===== src/rtl/alu_issue_ctrl_pkg.sv =====
// alu_issue_ctrl_pkg: shared widths, opcode/funct constants, FSM states and decode record
package alu_issue_ctrl_pkg;
    localparam int DATA_W = 32;
    localparam int OPRN_W = 6;
    localparam int REG_AW = 5;

    typedef enum logic [1:0] {IS_IDLE, IS_DECODE, IS_EXEC, IS_WB} state_t;

    localparam logic [5:0] OP_RTYPE = 6'h00;
    localparam logic [5:0] OP_ADDI  = 6'h08;
    localparam logic [5:0] OP_SLTI  = 6'h0a;
    localparam logic [5:0] OP_ANDI  = 6'h0c;
    localparam logic [5:0] OP_ORI   = 6'h0d;
    localparam logic [5:0] OP_LUI   = 6'h0f;
    localparam logic [5:0] OP_MULI  = 6'h1d;

    localparam logic [5:0] FN_SLL = 6'h01;
    localparam logic [5:0] FN_SRL = 6'h02;
    localparam logic [5:0] FN_ADD = 6'h20;
    localparam logic [5:0] FN_SUB = 6'h22;
    localparam logic [5:0] FN_AND = 6'h24;
    localparam logic [5:0] FN_OR  = 6'h25;
    localparam logic [5:0] FN_NOR = 6'h27;
    localparam logic [5:0] FN_SLT = 6'h2a;
    localparam logic [5:0] FN_MUL = 6'h2c;

    typedef struct packed {
        logic [DATA_W-1:0] op1;
        logic [DATA_W-1:0] op2;
        logic [OPRN_W-1:0] oprn;
        logic [REG_AW-1:0] dst;
        logic              ill;
    } dec_t;
endpackage


===== src/rtl/alu_issue_ctrl_regfile.sv =====
// reg_file_2r1w: 2**REG_AW x DATA_W register file, two operand reads, debug read, one sync write, R0 reads 0
module reg_file_2r1w
    import alu_issue_ctrl_pkg::*;
(
    input  logic              clk,
    input  logic              rst_n,
    input  logic [REG_AW-1:0] ra_addr,
    output logic [DATA_W-1:0] ra_data,
    input  logic [REG_AW-1:0] rb_addr,
    output logic [DATA_W-1:0] rb_data,
    input  logic [REG_AW-1:0] dbg_addr,
    output logic [DATA_W-1:0] dbg_data,
    input  logic              we,
    input  logic [REG_AW-1:0] waddr,
    input  logic [DATA_W-1:0] wdata
);
    logic [DATA_W-1:0] regs [2**REG_AW];

    // Clear on reset; writes to R0 are discarded so it stays zero
    always_ff @(posedge clk or negedge rst_n) begin
        if (!rst_n) begin
            for (int i = 0; i < 2**REG_AW; i++) regs[i] <= '0;
        end else if (we && waddr != '0) begin
            regs[waddr] <= wdata;
        end
    end

    assign ra_data  = (ra_addr  == '0) ? '0 : regs[ra_addr];
    assign rb_data  = (rb_addr  == '0) ? '0 : regs[rb_addr];
    assign dbg_data = (dbg_addr == '0) ? '0 : regs[dbg_addr];
endmodule


===== src/rtl/alu_issue_ctrl.sv =====
// alu_issue_ctrl: four-cycle issue stage that decodes one instruction, drives the ALU and writes back
module alu_issue_ctrl
    import alu_issue_ctrl_pkg::*;
(
    input  logic              clk,
    input  logic              rst_n,
    input  logic              instr_valid,
    output logic              instr_ready,
    input  logic [31:0]       instr,
    output logic [DATA_W-1:0] alu_op1,
    output logic [DATA_W-1:0] alu_op2,
    output logic [OPRN_W-1:0] alu_oprn,
    input  logic [DATA_W-1:0] alu_out,
    input  logic              alu_zero,
    output logic              wb_valid,
    output logic [REG_AW-1:0] wb_addr,
    output logic [DATA_W-1:0] wb_data,
    output logic              zero_flag,
    output logic              illegal,
    input  logic [REG_AW-1:0] dbg_addr,
    output logic [DATA_W-1:0] dbg_data
);
    state_t            state, state_n;
    logic              rdy_en;
    logic [31:0]       instr_q;
    logic [REG_AW-1:0] dst_q;
    logic [DATA_W-1:0] res_q;
    logic              zero_q;
    logic [DATA_W-1:0] rs_data, rt_data;
    dec_t              dec;
    logic              accept;

    logic [5:0]  opcode, funct;
    logic [4:0]  rs, rt, rd, shamt;
    logic [15:0] imm;

    assign opcode = instr_q[31:26];
    assign rs     = instr_q[25:21];
    assign rt     = instr_q[20:16];
    assign rd     = instr_q[15:11];
    assign shamt  = instr_q[10:6];
    assign funct  = instr_q[5:0];
    assign imm    = instr_q[15:0];

    assign instr_ready = rdy_en && state == IS_IDLE;
    assign accept      = instr_valid && instr_ready;

    reg_file_2r1w u_rf (
        .clk      (clk),
        .rst_n    (rst_n),
        .ra_addr  (rs),
        .ra_data  (rs_data),
        .rb_addr  (rt),
        .rb_data  (rt_data),
        .dbg_addr (dbg_addr),
        .dbg_data (dbg_data),
        .we       (state == IS_WB),
        .waddr    (dst_q),
        .wdata    (res_q)
    );

    // Decode the latched instruction into ALU operands, operation and destination
    always_comb begin
        dec = '{op1: rs_data, op2: rt_data, oprn: funct, dst: rd, ill: 1'b0};
        case (opcode)
            OP_RTYPE: begin
                if (funct == FN_SLL || funct == FN_SRL) dec.op2 = {{(DATA_W-5){1'b0}}, shamt};
                else dec.ill = !(funct inside {FN_ADD, FN_SUB, FN_MUL, FN_AND, FN_OR, FN_NOR, FN_SLT});
            end
            OP_ADDI: begin dec.op2 = {{(DATA_W-16){imm[15]}}, imm}; dec.oprn = FN_ADD; dec.dst = rt; end
            OP_MULI: begin dec.op2 = {{(DATA_W-16){imm[15]}}, imm}; dec.oprn = FN_MUL; dec.dst = rt; end
            OP_SLTI: begin dec.op2 = {{(DATA_W-16){imm[15]}}, imm}; dec.oprn = FN_SLT; dec.dst = rt; end
            OP_ANDI: begin dec.op2 = {{(DATA_W-16){1'b0}}, imm}; dec.oprn = FN_AND; dec.dst = rt; end
            OP_ORI:  begin dec.op2 = {{(DATA_W-16){1'b0}}, imm}; dec.oprn = FN_OR;  dec.dst = rt; end
            OP_LUI:  begin dec.op1 = {{(DATA_W-16){1'b0}}, imm}; dec.op2 = DATA_W'(16); dec.oprn = FN_SLL; dec.dst = rt; end
            default: dec.ill = 1'b1;
        endcase
    end

    // State register
    always_ff @(posedge clk or negedge rst_n) begin
        if (!rst_n) state <= IS_IDLE;
        else state <= state_n;
    end

    // Next state: one pass through decode/exec/writeback, illegal instructions drop back to idle
    always_comb begin
        state_n = state;
        case (state)
            IS_IDLE:   state_n = accept ? IS_DECODE : IS_IDLE;
            IS_DECODE: state_n = dec.ill ? IS_IDLE : IS_EXEC;
            IS_EXEC:   state_n = IS_WB;
            default:   state_n = IS_IDLE;
        endcase
    end

    // Datapath: latch instruction, load ALU inputs, capture result, publish writeback
    always_ff @(posedge clk or negedge rst_n) begin
        if (!rst_n) begin
            rdy_en    <= 1'b0;
            instr_q   <= '0;
            alu_op1   <= '0;
            alu_op2   <= '0;
            alu_oprn  <= '0;
            dst_q     <= '0;
            res_q     <= '0;
            zero_q    <= 1'b0;
            wb_valid  <= 1'b0;
            wb_addr   <= '0;
            wb_data   <= '0;
            zero_flag <= 1'b0;
            illegal   <= 1'b0;
        end else begin
            rdy_en   <= 1'b1;
            wb_valid <= 1'b0;
            illegal  <= 1'b0;
            if (accept) instr_q <= instr;
            if (state == IS_DECODE) begin
                if (dec.ill) begin
                    illegal <= 1'b1;
                end else begin
                    alu_op1  <= dec.op1;
                    alu_op2  <= dec.op2;
                    alu_oprn <= dec.oprn;
                    dst_q    <= dec.dst;
                end
            end
            if (state == IS_EXEC) begin
                res_q  <= alu_out;
                zero_q <= alu_zero;
            end
            if (state == IS_WB) begin
                wb_valid  <= 1'b1;
                wb_addr   <= dst_q;
                wb_data   <= res_q;
                zero_flag <= zero_q;
            end
        end
    end
endmodule


===== config.mk =====
export PLATFORM = sky130hd
export DESIGN_NAME = alu_issue_ctrl
export DESIGN_NICKNAME = d
export VERILOG_FILES = /design/src/rtl/alu_issue_ctrl_pkg.sv /design/src/rtl/alu_issue_ctrl_regfile.sv /design/src/rtl/alu_issue_ctrl.sv
export SDC_FILE = /design/constraint.sdc
export NUM_CORES = 2
export LEC_CHECK = 0
export CAP_MARGIN = 20
export CORE_ASPECT_RATIO = 0.6
export CORE_MARGIN = 2
export CORE_UTILIZATION = 30
export DETAILED_ROUTE_END_ITERATION = 8
export GPL_TIMING_DRIVEN = 0
export RECOVER_POWER = 50
export SKIP_CTS_REPAIR_TIMING = 1
export SYNTH_ARGS = -nofsm -noshare
export SYNTH_HDL_FRONTEND = slang
export SYNTH_SLANG_ARGS = --single-unit
export TNS_END_PERCENT = 10

===== constraint.sdc =====
create_clock -name clk -period 2.5 [get_ports clk]
set_clock_uncertainty 0.15 [all_clocks]
set_input_delay 0.25 -clock clk [delete_from_list [all_inputs] [get_ports clk]]
set_output_delay 0.25 -clock clk [all_outputs]
set_load 0.02 [all_outputs]

# Word-level counts from Yosys, hierarchy flattened
# Cells that the tools add are included.
# W data, S select, Z words.
# word_totals
reg_bits	1207
input_bits	73
output_inout_bits	143
elab_cells	118
# classes
magnitude_cmp	5
n_eq_ne	18
n_mux	27
bitwise	5
n_reduce_logical	17
# ops
op	count
$bwmux W1024	1
$bmux W32 S5	3
$mux W32	12
$demux W32 S5	1
$pmux W32 S4	1
$pmux W11 S6	1
$eq A6 B6 Y1 const B	7
$eq A6 B4 Y1 const B	5
$ge A6 B6 Y1 const B	4
$not A5 Y6	4
$logic_not A5 Y1	3
$reduce_bool A7 Y1	1
$eq A6 B1 Y1 const B	1
$eq A6 B2 Y1 const B	1
$eq A6 B5 Y1 const B	1
$logic_not A6 Y1	1
$lt A6 B1 Y1 const B	1
$pmux W2 S3	1
$reduce_or A6 Y1	1
$mux W1	5
$reduce_bool A5 Y1	1
$eq A2 B2 Y1 const B	2
$logic_and A1 B1 Y1	4
$reduce_or A3 Y1	1
9 further kinds	9

# Depth between registers and ports, before layout
# logic_depth
word_depth	7
depth_mapped	11

# By module
# From an unflattened synthesis, not the netlist that was laid out.
# hier_totals
cells_unflattened	4782
area_unflattened_um2	70142.3
# by_module_without_submodules
module	instances	cells_each	area_each_um2	seq_area_each_um2
reg_file_2r1w	1	4202	62307.3	25624.6
alu_issue_ctrl	1	580	7835.0	4579.4

# Worst setup path before layout
# OpenSTA, ideal clock, no wires.
# synth_timing
kind	input port to output port
start	input dbg_addr[0]
end	output dbg_data[19]
t_arrival_ns	2.208
required_ns	2.100
setup_slack_ns	-0.108
stages	7
n_path_buf	3
path_cell_list	clkbuf_1 > buf_2 > buf_2 > mux4_2 > mux4_2 > mux2i_1 > nor2_1
# synth_via
elab_chain_cells	5
# synth_rtl
element	line_no	source
start, declared	alu_issue_ctrl.sv:20	input logic [REG_AW-1:0] dbg_addr,
$not A5 Y6 (implied by the code)	alu_issue_ctrl_regfile.sv:30	assign dbg_data = (dbg_addr == '0) ? '0 : regs[dbg_addr];
$bmux W32 S5	alu_issue_ctrl_regfile.sv:30	
$mux W32 (implied by the code) (2 in a row)	alu_issue_ctrl_regfile.sv:30	
$mux W32 (*)	alu_issue_ctrl_regfile.sv:30	
end, declared	alu_issue_ctrl.sv:21	output logic [DATA_W-1:0] dbg_data
# Every way passes the cells marked *; elsewhere a longest branch is shown, timed or not. The select of a mux whose other input is x is not followed.

# Worst setup path after layout
# layout_timing
start	input dbg_addr[0]
end	output dbg_data[14]
# The elaborated chain is that of the path after synthesis.

==> results by group <==
Outcome
  – Status: complete, but fails checks
  – Violated checks: design-rule violations, negative hold slack, max-capacitance violations, max-slew violations, negative setup slack

Logic synthesis
  – Seq cells post-synth: 1207
  – EDFF count, synth: 0
  – Post-synth top area cell: dfrtp_1
  – Synth Net Count: 4795
  – Post-Syn Area per Cell: 14.8 um2
  – Most used DFF post-synth: dfrtp_1
  – Netlist cell types: 66
  – Gate Count Post-Synth: 4722
  – Syn Std Cell Area: 70100 um2
  – Area share of the largest cell type after synthesis: 43.1%
  – Leading post-synthesis cells by cell area: dfrtp_1 43%, mux4_2 25%, mux2_2 18%
  – Ys async rst share: 100%
  – Sequential share of the synthesized area: 43.1%
  – Yosys Warn Count: 0

Worst setup path
  – Number of buffers and inverters on the critical path: 4
  – Element type at the critical path end: primary output
  – Startpoint types: input port
  – Slowest cell delay on critical path: 0.65 ns
  – Crit-path cells: clkbuf_2 -> buf_4 -> buf_6 -> mux4_2 -> mux4_2 -> mux2i_4 -> nor2_1 -> buf_2
  – Crit Path Class: in -> out
  – CP arrival: 3.08 ns
  – CP Max Fanout: 10
  – CP max-delay cell: mux4_2
  – Top delay family on crit path: multiplexers
  – CP most frequent cell: mux4_2
  – Critical path required time: 2.10 ns

Global routing
  – Global-route wire length before repair: 495 mm
  – Tot GR Track Use: 31.3%
  – Largest net degree at the start of global routing: 175
  – GRT met3 Usage: 26.2%
  – Grt peak-use layer: met1
  – GRT Residual Overflow: 0
  – Initial antenna violation count: 29
  – Number of global-route vias before repair: 51161
  – Met2 Use GR: 37.3%
  – Met1 usage: 39.1%

Floorplan
  – Die width: 628 um
  – # IOs: 216
  – Site row count: 137
  – Die Height: 378 um
  – Core ar.: 232000 um2
  – Starting Density: 30.2%
  – Die Area: 238000 um2

Routing
  – Initial DRT Pass Iterations: 9
  – Initial DRC count: 10739
  – Drt wl/cell: 44.8 um
  – Post-detailed-route count of antenna-violating nets: 0
  – Post-Route WL: 393 mm
  – Drt drc: 21
  – Via Count: 58227
  – Vias/cell: 6.63

Final layout
  – Finished Core Util: 39.0%
  – Multi-input gate area: 40000 um2
  – Area Growth Syn to Fin: 29.4%
  – Fillers: 21521
  – Share of layout cells above drive strength 1: 57.8%
  – Seq. cell area: 30200 um2
  – Fin nets: 5597

STA
  – Crit path time final: 3.48 ns
  – Final hold slack: -0.0508 ns
  – Max transition margin: -15.0%
  – RSZ-0062 raised after global routing: yes
  – Setup TNS: -765.94 ns
  – Max Freq: 287 MHz
  – Fin crit share: 139%
  – Final setup margin: -0.981 ns
  – Slew Limit Fails: 265
  – Hold Vio Cnt, Final: 7
  – Worst-Margin Slew: 1.72 ns
  – Final setup fails: 1604

CTS
  – Clock buffer depth: 3
  – Clock buffer count from CTS: 121
  – Clock root buffer: clkbuf_16
  – Clock sink count: 1207
  – H-tree depth: 3
  – Worst skew pair latency: 0.83 ns
  – Clk slew on worst S/H paths: 0.07 ns
  – TritonCTS clock tree: yes

Place
  – HPWL Detailed: 288 mm
  – RePlAce Congestion: 1.09
  – DP Worst Slack: -2.81 ns
  – Buffers on Ports: 212

Pwr
  – Pwr Density: 1210 nW/um2
  – VDD IR-drop max: 1.05 mV
  – Tot Pwr: 0.110 W
  – Leak pwr: 39.0 nW

Flow run
  – Max-Cap Viols: 2

Hold path
  – Hold WC Path Type: in -> reg
-- layout by cell type (no fill, tap or decap), drive strengths merged, types with 4 or more instances in the layout --
master | Yosys | layout
clkinvlp | 0 | 11
nor3 | 23 | 23
nor2 | 100 | 100
and3 | 13 | 13
a221oi | 37 | 37
and2 | 10 | 10
a32o | 12 | 12
dfrtp | 1207 | 1207
a221o | 27 | 27
o211ai | 13 | 13
o21ai | 81 | 81
inv | 11 | 16
nor4 | 4 | 4
buf | 224 | 681
a22o | 9 | 9
diode | 0 | 23
nand2b | 45 | 45
or2 | 7 | 7
a21oi | 69 | 69
o22ai | 20 | 20
clkinv | 1 | 34
mux2 | 1107 | 1107
bufinv | 0 | 26
dlygate4sd3 | 0 | 41
mux4 | 770 | 770
nor3b | 6 | 6
a211oi | 34 | 34
clkbuf | 321 | 477
nand3 | 31 | 31
nand3b | 4 | 4
mux2i | 277 | 277
nand2 | 90 | 90
a31oi | 35 | 35
a32oi | 13 | 13
nor2b | 27 | 27
clkdlybuf4s50 | 0 | 179
a22oi | 64 | 64
-- report_power, final --
part | switching [W] | internal, W
Clock | 0.00922 | 0.0123
Sequential | 0.00517 | 0.0226
Combinational | 0.0378 | 0.0230
-- cell families after synthesis --
family | Yosys count | share of synthesized area (%)
AND/OR/NAND/NOR | 369 | 2.58
XOR/XNOR | 1 | 0.0125
buffers and inverters | 557 | 3.48
multiplexers | 2154 | 46.5
other | 1 | 0.00535
flip-flops | 1207 | 43.1
AO/OA/AOI/OAI | 433 | 4.33
-- path summary, 6_finish.rpt --
kind                        startpoint        endpoint  slack [ns]  cells past startpoint
max                        dbg_addr[0]    dbg_data[14]       -0.98                      8
min                        alu_out[10]       res_q[10]       -0.05                      2
max reg2reg                   dst_q[2]  u_rf.regs[395]       -0.90                      5
min reg2reg                 wb_addr[0]      wb_addr[0]        0.35                      2
max in group asynchronous        rst_n  u_rf.regs[213]       -0.51                      8
min in group asynchronous        rst_n  u_rf.regs[697]        0.57                      6
-- per-stage QoR --
step / cell area, um2 / std cells
finish: 90700 / 8780
global route: 90600 / 8766
CTS: 82000 / 8364
detailed placement: 77500 / 8135
global placement: 76200 / 8061
floorplan: 70100 / 4722
-- synth_stat cells (all sizes together) (35+ instances only) --
cell type and n:
a221oi 37, mux2i 277, nand2 90, nor2 100
o21ai 81, clkbuf 321, a22oi 64, mux2 1107
a31oi 35, mux4 770, a21oi 69, nand2b 45
buf 224, dfrtp 1207
-- flip-flops by register name, summed over array words and instances, names as in the netlist, 6 cells and up --
| register | cells |
|---|---|
| alu_op1 | 32 |
| u_rf.regs | 1024 |
| wb_data | 32 |
| instr_q | 32 |
| alu_op2 | 32 |
| res_q | 32 |
| alu_oprn | 6 |
-- cell type report --
class                   instances  share of cell area, %
diodes                         23                 0.0635
clock buffers                 154                   3.73
clock inverters                75                   1.24
repair buffers                691                   8.12
plain buffers                 533                   5.01
inverters                      12                 0.0676
flip-flops and latches       1207                   33.4
multi-input cells            2958                   44.1
well taps                    3127                   4.32
-- routing by layer --
metal,vias up,routed length (um)
met5,-,3750
met1,30927,145000
met3,1109,83700
li1,20268,-
met2,5842,141000
met4,81,19400
(Power assumes the default switching activity.)
